File: src/rtl/rr_arb_pkg.sv
// Shared definitions for the round-robin decoder arbiter.
//   state_t : FSM encodings (2'd3 is unused and recovers to IDLE)
//   clog2   : ceiling log2 for sizing parameters and counters
package rr_arb_pkg;

  typedef enum logic [1:0] {
    ST_IDLE    = 2'd0,
    ST_GRANT   = 2'd1,
    ST_RELEASE = 2'd2
  } state_t;

  // Smallest r with 2**r >= v; returns 0 for v <= 1.
  function automatic int unsigned clog2(input int unsigned v);
    int unsigned r;
    r = 0;
    while ((32'd1 << r) < v) begin
      r = r + 1;
    end
    return r;
  endfunction

endpackage

File: src/rtl/rr_decoder_arbiter_if.sv
// Request/grant bundle between requesting engines and the arbiter.
//   enable    : active-low arbiter enable
//   req       : one active-high request per requester
//   done      : owner release pulse
//   grant_n   : active-low one-hot grant
//   grant_idx : index of current/last owner
//   busy      : high while a grant is held
//   timeout   : one-cycle pulse on a hold-limit revocation
// modport master is the arbiter side; modport slave is the requester side.
interface rr_decoder_arbiter_if #(
  parameter int unsigned N     = 4,
  parameter int unsigned IDX_W = 2
) ();

  logic             enable;
  logic [N-1:0]     req;
  logic             done;
  logic [N-1:0]     grant_n;
  logic [IDX_W-1:0] grant_idx;
  logic             busy;
  logic             timeout;

  modport master (
    input  enable, req, done,
    output grant_n, grant_idx, busy, timeout
  );

  modport slave (
    output enable, req, done,
    input  grant_n, grant_idx, busy, timeout
  );

endinterface

File: src/rtl/rr_pick.sv
// Round-robin pick: rotate req so ptr lands at bit 0, take the lowest set
// bit, then rotate the offset back into an absolute requester index.
//   req   : request vector
//   ptr   : highest-priority index for this pick
//   valid : at least one request is set
//   idx   : winning requester index (0 when valid is low)
module rr_pick
  import rr_arb_pkg::*;
#(
  parameter int unsigned N     = 4,
  parameter int unsigned IDX_W = clog2(N)
) (
  input  logic [N-1:0]     req,
  input  logic [IDX_W-1:0] ptr,
  output logic             valid,
  output logic [IDX_W-1:0] idx
);

  localparam int unsigned SW = IDX_W + 1;

  logic [N-1:0]     rot;
  logic [IDX_W-1:0] off;
  logic [SW-1:0]    sum;

  // Rotate right by ptr (mod N).
  always_comb begin
    rot = '0;
    for (int i = 0; i < int'(N); i++) begin
      rot[i] = req[IDX_W'((int'(ptr) + i) % int'(N))];
    end
  end

  // Lowest set bit wins; scanning downward leaves the lowest one last.
  always_comb begin
    valid = 1'b0;
    off   = '0;
    for (int i = int'(N) - 1; i >= 0; i--) begin
      if (rot[i]) begin
        valid = 1'b1;
        off   = IDX_W'(i);
      end
    end
  end

  // Rotate back: (ptr + off) mod N without a divider.
  always_comb begin
    sum = {1'b0, ptr} + {1'b0, off};
    if (sum >= SW'(N)) begin
      sum = sum - SW'(N);
    end
    idx = sum[IDX_W-1:0];
  end

endmodule

File: src/rtl/rr_decoder_arbiter.sv
// Round-robin arbiter sharing one decoder-selected resource among N
// requesters, with active-low one-hot grants and a hold-time limit.
// Ownership runs IDLE -> GRANT -> RELEASE -> IDLE.
//   clk   : rising-edge clock
//   reset : asynchronous active-high reset
//   bus   : request/grant bundle (master side)
module rr_decoder_arbiter
  import rr_arb_pkg::*;
#(
  parameter int unsigned N        = 4,
  parameter int unsigned IDX_W    = clog2(N),
  parameter int unsigned MAX_HOLD = 8
) (
  input  logic               clk,
  input  logic               reset,
  rr_decoder_arbiter_if.master bus
);

  localparam int unsigned HOLD_W = clog2(MAX_HOLD) + 1;
  localparam logic [HOLD_W-1:0] HOLD_LAST = HOLD_W'(MAX_HOLD - 1);
  localparam logic [IDX_W-1:0]  IDX_LAST  = IDX_W'(N - 1);

  state_t           state;
  logic [IDX_W-1:0] ptr;
  logic [HOLD_W-1:0] hold_cnt;
  logic [N-1:0]     grant_n;
  logic [IDX_W-1:0] grant_idx;
  logic             busy;
  logic             timeout;

  logic             pick_valid_c;
  logic [IDX_W-1:0] pick_idx_c;
  logic             early_exit_c;
  logic             expire_c;

  rr_pick #(
    .N     (N),
    .IDX_W (IDX_W)
  ) u_pick (
    .req   (bus.req),
    .ptr   (ptr),
    .valid (pick_valid_c),
    .idx   (pick_idx_c)
  );

  // Owner-initiated or enable-forced release outranks hold expiry.
  assign early_exit_c = bus.done | bus.enable | ~bus.req[grant_idx];
  assign expire_c     = (hold_cnt == HOLD_LAST);

  // Ownership FSM with registered outputs.
  always_ff @(posedge clk or posedge reset) begin
    if (reset) begin
      state     <= ST_IDLE;
      ptr       <= '0;
      hold_cnt  <= '0;
      grant_n   <= '1;
      grant_idx <= '0;
      busy      <= 1'b0;
      timeout   <= 1'b0;
    end else begin
      timeout <= 1'b0;
      case (state)
        ST_IDLE: begin
          if (!bus.enable && pick_valid_c) begin
            state     <= ST_GRANT;
            grant_idx <= pick_idx_c;
            grant_n   <= ~(N'(1) << pick_idx_c);
            hold_cnt  <= '0;
            busy      <= 1'b1;
          end
        end
        ST_GRANT: begin
          if (early_exit_c || expire_c) begin
            state   <= ST_RELEASE;
            grant_n <= '1;
            busy    <= 1'b0;
            timeout <= ~early_exit_c;
          end else begin
            hold_cnt <= hold_cnt + HOLD_W'(1);
          end
        end
        ST_RELEASE: begin
          state <= ST_IDLE;
          ptr   <= (grant_idx == IDX_LAST) ? '0 : grant_idx + IDX_W'(1);
        end
        default: begin
          state   <= ST_IDLE;
          grant_n <= '1;
          busy    <= 1'b0;
        end
      endcase
    end
  end

  assign bus.grant_n   = grant_n;
  assign bus.grant_idx = grant_idx;
  assign bus.busy      = busy;
  assign bus.timeout   = timeout;

endmodule

File: src/flat_wrapper.sv
// flat-port wrapper written by rule: the top's interface ports become plain ports
module rr_decoder_arbiter_flat import rr_arb_pkg::*;
#(
  parameter int unsigned N        = 4,
  parameter int unsigned IDX_W    = clog2(N),
  parameter int unsigned MAX_HOLD = 8
)
  (clk, reset, bus_enable, bus_req, bus_done, bus_grant_n, bus_grant_idx, bus_busy, bus_timeout);
  rr_decoder_arbiter_if #(.N(N), .IDX_W(IDX_W)) bus_i ();
  input  logic clk;
  input  logic reset;
  input wire logic [$bits(bus_i.enable)-1:0] bus_enable;
  input wire logic [$bits(bus_i.req)-1:0] bus_req;
  input wire logic [$bits(bus_i.done)-1:0] bus_done;
  output wire logic [$bits(bus_i.grant_n)-1:0] bus_grant_n;
  output wire logic [$bits(bus_i.grant_idx)-1:0] bus_grant_idx;
  output wire logic [$bits(bus_i.busy)-1:0] bus_busy;
  output wire logic [$bits(bus_i.timeout)-1:0] bus_timeout;
  assign bus_i.enable = bus_enable;
  assign bus_i.req = bus_req;
  assign bus_i.done = bus_done;
  assign bus_grant_n = bus_i.grant_n;
  assign bus_grant_idx = bus_i.grant_idx;
  assign bus_busy = bus_i.busy;
  assign bus_timeout = bus_i.timeout;
  rr_decoder_arbiter #(.N(N), .IDX_W(IDX_W), .MAX_HOLD(MAX_HOLD)) u_core (.clk(clk), .reset(reset), .bus(bus_i));
endmodule
File: config.mk
export PLATFORM = sky130hd
export DESIGN_NAME = rr_decoder_arbiter_flat
export DESIGN_NICKNAME = d
export VERILOG_FILES = /design/src/rtl/rr_arb_pkg.sv /design/src/rtl/rr_decoder_arbiter_if.sv /design/src/rtl/rr_pick.sv /design/src/rtl/rr_decoder_arbiter.sv /design/src/flat_wrapper.sv
export SDC_FILE = /design/constraint.sdc
export NUM_CORES = 1
export LEC_CHECK = 0
export CAP_MARGIN = 30
export CORE_UTILIZATION = 43
export CTS_CLUSTER_DIAMETER = 120
export DETAILED_ROUTE_END_ITERATION = 8
export DONT_BUFFER_PORTS = 1
export SYNTH_ARGS = -nofsm -noshare
export SYNTH_HDL_FRONTEND = slang
export SYNTH_SLANG_ARGS = --single-unit
File: constraint.sdc
create_clock -name clk -period 5.6 [get_ports clk]
set_input_delay 0.56 -clock clk [delete_from_list [all_inputs] [get_ports clk]]
set_output_delay 0.56 -clock clk [all_outputs]
set_load 0.01 [all_outputs]
# ---- Word-level counts from Yosys, hierarchy flattened
# Cells that the tools add are included.
dict set report op_classes {
  bitwise 6
  n_mux 38
  reduce_logical 9
  add_sub_neg 7
  shifts 1
  n_eq_ne 7
  magnitude_cmp 6
}
# operator count
set ops {}
lappend ops {{1-bit two-way mux} 17}
lappend ops {{2-bit by 4-bit less-than comparator with 1-bit output (second input constant)} 4}
lappend ops {{2-bit two-way mux} 8}
lappend ops {{4-bit two-way mux} 4}
lappend ops {{4-bit case mux with 3 select lines} 1}
lappend ops {{1-bit binary-select mux with 2-bit select} 5}
lappend ops {{4-bit case mux with 2 select lines} 1}
lappend ops {{3-bit AND reduction} 2}
lappend ops {{2-bit by 1-bit adder with 2-bit output (second input constant)} 2}
lappend ops {{2-bit adder (second input constant)} 2}
lappend ops {{4-bit by 1-bit adder with 4-bit output (second input constant)} 1}
lappend ops {{2-bit equality test (second input constant)} 2}
lappend ops {{4-bit by 3-bit equality test with 1-bit output (second input constant)} 1}
lappend ops {{2-bit by 1-bit != test with 1-bit output (second input constant)} 2}
lappend ops {{4-bit NOT} 1}
lappend ops {{2-bit case mux with 2 select lines} 1}
lappend ops {{2-bit AND reduction} 2}
lappend ops {{1-bit by 2-bit left shift with 4-bit output (first input constant)} 1}
lappend ops {{2-bit by 2-bit adder with 3-bit output} 1}
lappend ops {{3-bit >= comparator (second input constant)} 1}
lappend ops {{2-bit by 3-bit less-than comparator with 1-bit output (second input constant)} 1}
lappend ops {{1-bit NOT} 3}
lappend ops {{1-bit case mux with 3 select lines} 1}
lappend ops {{2-bit by 1-bit equality test with 1-bit output (second input constant)} 1}
lappend ops {{8 further kinds} 9}
dict set report totals {
  wordCells 81
  in_bits 8
  ff_bits 16
  out_inout_bits 8
}

# ---- Logic depth before layout (Yosys ltp)
dict set report logic_depth {
  ltp_word 15
  mapped_depth 10
  depth_no_buf 9
}

# ---- Modules after synthesis
# Synthesis repeated with hierarchy kept, for this count alone.
dict set report hier_totals {
  hier_cells 99
  hier_area_um2 979.7
}
# module instances cells_each area_each_um2 seq_area_each_um2
set modules_own_cells {}
lappend modules_own_cells {rr_decoder_arbiter 1 74 813.3 405.4}
lappend modules_own_cells {rr_pick 1 25 166.4 0.0}

# ---- Least setup slack after synthesis
# Ideal clock, no wire load.
dict set report synth_path {
  kind {input to register}
  from {input port bus_req[2]}
  to {register u_core.grant_n[2] (netlist: u_core.bus.grant_n[2])}
  path_slack_ns 3.375
  cell_stages 7
  setup_time_ns 0.083
  required_time_ns 5.517
  arrival_time_ns 2.143
  path_buffers 1
  cell_sequence {buf_4 -> or4_1 -> o2111ai_1 -> ha_1 -> or3_1 -> nor3_1 -> nor3_1}
}
dict set report synth_via {
  elab_chain_cells 14
  elab_cells_between_ends 37
  classes_between {add/sub (2); order compare (1); eq/ne (2); shift (1); mux (25); bitwise (3); reduce/logical (3)}
}
# item line_no
set synth_lines {}
lappend synth_lines {{from (decl)} flat_wrapper.sv:13} ;# input wire logic [$bits(bus_i.req)-1:0] bus_req;
lappend synth_lines {{1-bit binary-select mux with 2-bit select} rr_pick.sv:29} ;# rot[i] = req[IDX_W'((int'(ptr) + i) % int'(N))];
lappend synth_lines {{1-bit two-way mux (implied by the code) (2 in a row)} rr_pick.sv:29}
lappend synth_lines {{2-bit two-way mux (3 in a row)} rr_pick.sv:38} ;# if (rot[i]) begin
lappend synth_lines {{2-bit two-way mux (*)} rr_pick.sv:38}
lappend synth_lines {{2-bit by 2-bit adder with 3-bit output (*)} rr_pick.sv:47} ;# sum = {1'b0, ptr} + {1'b0, off};
lappend synth_lines {{3-bit >= comparator or 2-bit by 1-bit subtractor with 2-bit output (tied branches)} {rr_pick.sv:48, rr_pick.sv:49}}
lappend synth_lines {{2-bit two-way mux (*)} rr_pick.sv:48} ;# if (sum >= SW'(N)) begin
lappend synth_lines {{via u_core.pick_idx_c[0]} rr_decoder_arbiter.sv:32} ;# logic [IDX_W-1:0] pick_idx_c;
lappend synth_lines {{1-bit by 2-bit left shift with 4-bit output (*)} rr_decoder_arbiter.sv:67} ;# grant_n <= ~(N'(1) << pick_idx_c);
lappend synth_lines {{4-bit NOT (*)} rr_decoder_arbiter.sv:67}
lappend synth_lines {{4-bit two-way mux (*)} rr_decoder_arbiter.sv:64} ;# if (!bus.enable && pick_valid_c) begin
lappend synth_lines {{4-bit case mux with 3 select lines (*)} rr_decoder_arbiter.sv:62} ;# case (state)
lappend synth_lines {{to (signal assigned)} rr_decoder_arbiter.sv:67}
lappend synth_lines {{to (decl)} rr_decoder_arbiter.sv:26} ;# logic [N-1:0] grant_n;
# Mark *: on every way through the listed nets, which the timed path passes. The rest lies on a longest branch. The select of a mux whose other input is x is not followed.
# A chain may end at the register's enable or synchronous reset.

# ---- Worst setup path in the final report
dict set report layout_path {
  from {register u_core.ptr[0]}
  to {register u_core.grant_n[0] (netlist: u_core.bus.grant_n[0])}
}
dict set report layout_via {
  elab_chain_cells 15
  elab_cells_between_ends 34
  classes_between {add/sub (5); order compare (1); eq/ne (1); shift (1); mux (23); bitwise (1); reduce/logical (2)}
}
# item line_no
set layout_lines {}
lappend layout_lines {{from (decl)} rr_decoder_arbiter.sv:24} ;# logic [IDX_W-1:0] ptr;
lappend layout_lines {{from (signal assigned)} rr_decoder_arbiter.sv:84} ;# ptr <= (grant_idx == IDX_LAST) ? '0 : grant_idx + IDX_W'(1);
lappend layout_lines {{2-bit adder} rr_pick.sv:29}
lappend layout_lines {{1-bit binary-select mux with 2-bit select} rr_pick.sv:29}
lappend layout_lines {{1-bit two-way mux (implied by the code) (2 in a row)} rr_pick.sv:29}
lappend layout_lines {{2-bit two-way mux (4 in a row)} rr_pick.sv:38}
lappend layout_lines {{2-bit by 2-bit adder with 3-bit output (*)} rr_pick.sv:47}
lappend layout_lines {{3-bit >= comparator or 2-bit by 1-bit subtractor with 2-bit output (tied branches)} {rr_pick.sv:48, rr_pick.sv:49}}
lappend layout_lines {{2-bit two-way mux (*)} rr_pick.sv:48}
lappend layout_lines {{via u_core.pick_idx_c[0]} rr_decoder_arbiter.sv:32}
lappend layout_lines {{1-bit by 2-bit left shift with 4-bit output (*)} rr_decoder_arbiter.sv:67}
lappend layout_lines {{4-bit NOT (*)} rr_decoder_arbiter.sv:67}
lappend layout_lines {{4-bit two-way mux (*)} rr_decoder_arbiter.sv:64}
lappend layout_lines {{4-bit case mux with 3 select lines (*)} rr_decoder_arbiter.sv:62}
# Marks and branches as above.

==> out/metrics.json <==
{
  "run_status": {"value": "complete, no violations"},
  "hold-worst-slack": {"value": 0.217, "unit": "ns"},
  "clock_root_buffer_master": {"value": "sky130_fd_sc_hd__clkbuf_4"},
  "worstPathCellList": {"value": "or4_1 -> o2111ai_1 -> ha_1 -> or3_1 -> nor3_1 -> nor3_1"},
  "antenna_cells": {"value": 0},
  "final.setup.worst_slack": {"value": 3.40, "unit": "ns"},
  "flow.area_growth_from_synthesis": {"value": 3.14, "unit": "%"},
  "io_pins": {"value": 16},
  "ant_nets": {"value": 0},
  "dieHeight": {"value": 51.1, "unit": "um"},
  "grt_antenna_before_repair": {"value": 0},
  "dominantRegCellSynth": {"value": "sky130_fd_sc_hd__dfrtp_1"},
  "power.leakage": {"value": 0.428, "unit": "nW"},
  "crit_path_start": {"value": "u_core.ptr[0]"},
  "p_clk_share": {"value": 16.0, "unit": "%"},
  "max_freq": {"value": 0.454, "unit": "GHz"},
  "master_of_the_slowest_instance_on_the_critical_path": {"value": "sky130_fd_sc_hd__or4_1"},
  "max_stage_delay": {"value": 0.56, "unit": "ns"},
  "net-switching-power": {"value": 0.000205, "unit": "W"},
  "synth_area_leader_cell": {"value": "sky130_fd_sc_hd__dfrtp_1"},
  "firstDrtPassIters": {"value": 4},
  "worst-endpoint-arrival": {"value": 2.43, "unit": "ns"},
  "io_buffer_count": {"value": 0},
  "core.rowCount": {"value": 17},
  "drive_above_1_share": {"value": 10.0, "unit": "%"},
  "ctsHtreeMaxLevel": {"value": 1},
  "route.detailed.vias_per_inst": {"value": 6.15},
  "synth.yosys.seq_area_share": {"value": 39.2, "unit": "%"},
  "cts_tree": {"value": "done"},
  "mostFrequentLayoutCells": {"value": "sky130_fd_sc_hd__nor2_1, sky130_fd_sc_hd__nand2_1, sky130_fd_sc_hd__nand3_1, sky130_fd_sc_hd__dfrtp_1, sky130_fd_sc_hd__nor3_1"},
  "first_iter_violations": {"value": 33},
  "remaining_max_slew_budget_at_the_tightest_pin": {"value": 38.4, "unit": "%"},
  "cts_inserted_buffers": {"value": 3},
  "p_per_area": {"value": 452, "unit": "nW/um2"},
  "globalRoute.totalOverflow": {"value": 0},
  "netlist-cell-type-count": {"value": 39},
  "cts_num_sinks": {"value": 16},
  "dieWidth": {"value": 51.1, "unit": "um"},
  "synth-warning-count": {"value": 0},
  "globalplace.congestion": {"value": 0.829},
  "worst-endpoint-required": {"value": 5.83, "unit": "ns"},
  "drt-wirelength-per-cell": {"value": 15.1, "unit": "um"},
  "peak_ir_drop_on_the_vdd_network": {"value": 0.000233, "unit": "V"},
  "path_buf_inv": {"value": 0},
  "layout.cells.most_common": {"value": "sky130_fd_sc_hd__nor2_1"},
  "top_cell_type_s_share_of_synthesized_area": {"value": 29.0, "unit": "%"},
  "die_area": {"value": 2610, "unit": "um2"},
  "mappedNetlistArea": {"value": 1030, "unit": "um2"},
  "placement.setup.worst_slack": {"value": 3.38, "unit": "ns"},
  "post-layout-total-power": {"value": 0.000483, "unit": "W"},
  "cp_common_cell": {"value": "sky130_fd_sc_hd__nor3_1"},
  "clock_skew": {"value": 0.00265, "unit": "ns"},
  "seqPwrFrac": {"value": 47.7, "unit": "%"},
  "launch_instance_of_the_worst_register_to_register_path": {"value": "u_core.ptr[0]"},
  "clkLatencyLatePin": {"value": 0.29, "unit": "ns"},
  "post_synth_inst_count": {"value": 124},
  "synth.ff_latch_count": {"value": 16},
  "intPower": {"value": 0.000277, "unit": "W"},
  "fin_util": {"value": 47.8, "unit": "%"},
  "synth-edff-count": {"value": 0},
  "crit_fanout": {"value": 12},
  "cap_viol_max_count": {"value": 0},
  "final_max_slew_viol_count": {"value": 0},
  "fraction_of_the_cycle_the_final_worst_path_needs": {"value": 39.4, "unit": "%"},
  "critPathLaunchType": {"value": "flop"},
  "design.core.area": {"value": 2230, "unit": "um2"},
  "combinationalPowerShare": {"value": 36.3, "unit": "%"},
  "cts_resized": {"value": 0},
  "worstSetupEndpointType": {"value": "flop"},
  "bufs_on_longest_clock_path": {"value": 2},
  "critical_path_class": {"value": "reg2reg"},
  "worst_path_dominant_cell_family": {"value": "simple AND/OR/NAND/NOR gates"},
  "postSynthAreaPerCell": {"value": 8.34, "unit": "um2"},
  "wl": {"value": 2230, "unit": "um"},
  "grt_pass1_wl": {"value": 3720, "unit": "um"},
  "global_route.usage.total": {"value": 19.4, "unit": "%"},
  "grt_max_degree": {"value": 17},
  "min_period": {"value": 2.20, "unit": "ns"},
  "syn-num-nets": {"value": 135},
  "fillerInstances": {"value": 227},
  "hold_buffers": {"value": 0},
  "hold_viol": {"value": 0},
  "route.vias.total": {"value": 910},
  "layout.nets": {"value": 132},
  "holdCritPathClass": {"value": "in2async"},
  "detailed_place_hpwl": {"value": 1620, "unit": "um"},
  "number_of_global_route_vias_before_repair": {"value": 830},
  "drt_drc_violations_left": {"value": 0},
  "total_setup_buffers_inserted_after_cts": {"value": 0},
  "report.final.setup_viol": {"value": 0},
  "netlist_top_cells_area": {"value": "sky130_fd_sc_hd__dfrtp_1, sky130_fd_sc_hd__dfstp_2, sky130_fd_sc_hd__nor2_1"},
  "rsz0062_at_grt": {"value": "false"},
  "initial_core_util": {"value": 46.3, "unit": "%"},
  "setup-tns-final": {"value": 0, "unit": "ns"},
  "clk_pin_slew": {"value": 0.10, "unit": "ns"},
  "netSwitchingFraction": {"value": 42.5, "unit": "%"},
  "worstMarginPinSlew": {"value": 0.916, "unit": "ns"},
  "async_reset_ff_share": {"value": 100, "unit": "%"}
}
==> cell type report <==
cell class | count | area (um2) | area share (%)
Clock buffer | 4 | 36.3 | 3.40
Multi-Input combinational cell | 97 | 579 | 54.3
Tap cell | 28 | 35.0 | 3.28
Sequential cell | 16 | 405 | 38.0
Inverter | 3 | 11.3 | 1.06
==> power groups by stage <==
stage,Combinational [W],Sequential [W],Clock (W)
6_report,0.000175,0.000230,0.0000772
5_1_grt,0.000203,0.000239,0.0000821
4_1_cts,0.000176,0.000229,0.0000797
3_5_place_dp,0.000175,0.000231,0
3_3_place_gp,0.000169,0.000229,0
2_1_floorplan,0.000173,0.000198,0
==> flip-flops by register name (all words and copies together) (netlist names) <==
| register | flops |
|---|---|
| u_core.ptr | 2 |
| u_core.bus.timeout | 1 |
| u_core.hold_cnt | 4 |
| u_core.state | 2 |
| u_core.bus.grant_idx | 2 |
| u_core.bus.grant_n | 4 |
| u_core.bus.busy | 1 |
==> through the flow <==
stage,cell area (um2),std cells
3_3_place_gp,1030,144
4_1_cts,1070,148
3_5_place_dp,1030,144
6_report,1070,148
2_1_floorplan,1030,124
5_1_grt,1070,148
==> cells in the mapped netlist, drive strengths merged (2+ instances only) <==
library cell / instances
nand3: 12
a21oi: 6
nor4: 3
or3: 3
dfstp: 4
dfrtp: 12
nor3: 9
inv: 3
nand4: 2
or4: 2
o21ai: 4
nor3b: 2
ha: 3
nor2: 17
buf: 6
o211ai: 2
nand2: 13
xnor2: 2
clkbuf: 2
==> worst register-to-register path: stages, from the launching register on <==
cell and delay [ns]:
sky130_fd_sc_hd__dfrtp_1 0.51, sky130_fd_sc_hd__or4_1 0.56, sky130_fd_sc_hd__o2111ai_1 0.11, sky130_fd_sc_hd__ha_1 0.32
sky130_fd_sc_hd__or3_1 0.41, sky130_fd_sc_hd__nor3_1 0.16, sky130_fd_sc_hd__nor3_1 0.07
==> kinds of logic (layout without fill, tap and decap cells) <==
family	Yosys count	count (layout)	share of synthesized area [%]
and+or+nand+nor	68	68	32.8
adders and majority gates	3	3	3.63
buffers and inverters	11	7	4.84
AOI/OAI and AO/OA	21	21	13.8
DFF	16	16	39.2
xor gates and xnor gates	3	3	2.54
muxes	2	2	3.26
==> path summary, 6_finish.rpt <==
path,depth (start not counted),to,slack [ns]
worst max-delay path,6,u_core.bus.grant_n[0],3.40
worst min-delay path,1,u_core.hold_cnt[3],0.22
worst max register to register,6,u_core.bus.grant_n[0],3.40
worst min register to register,1,u_core.hold_cnt[2],0.53
max in group asynchronous,1,u_core.state[0],4.99
min in group clk,3,u_core.bus.timeout,0.43
==> routing by layer <==
metal / vias to the layer above / share of wire, % / track usage (%)
met5: - / 0 / 0
met4: 0 / 0.63 / 3.70
met3: 2 / 6.3 / 7.74
met2: 25 / 44 / 27.9
met1: 434 / 49 / 27.5
li1: 449 / - / -
(Power assumes the default switching activity.)
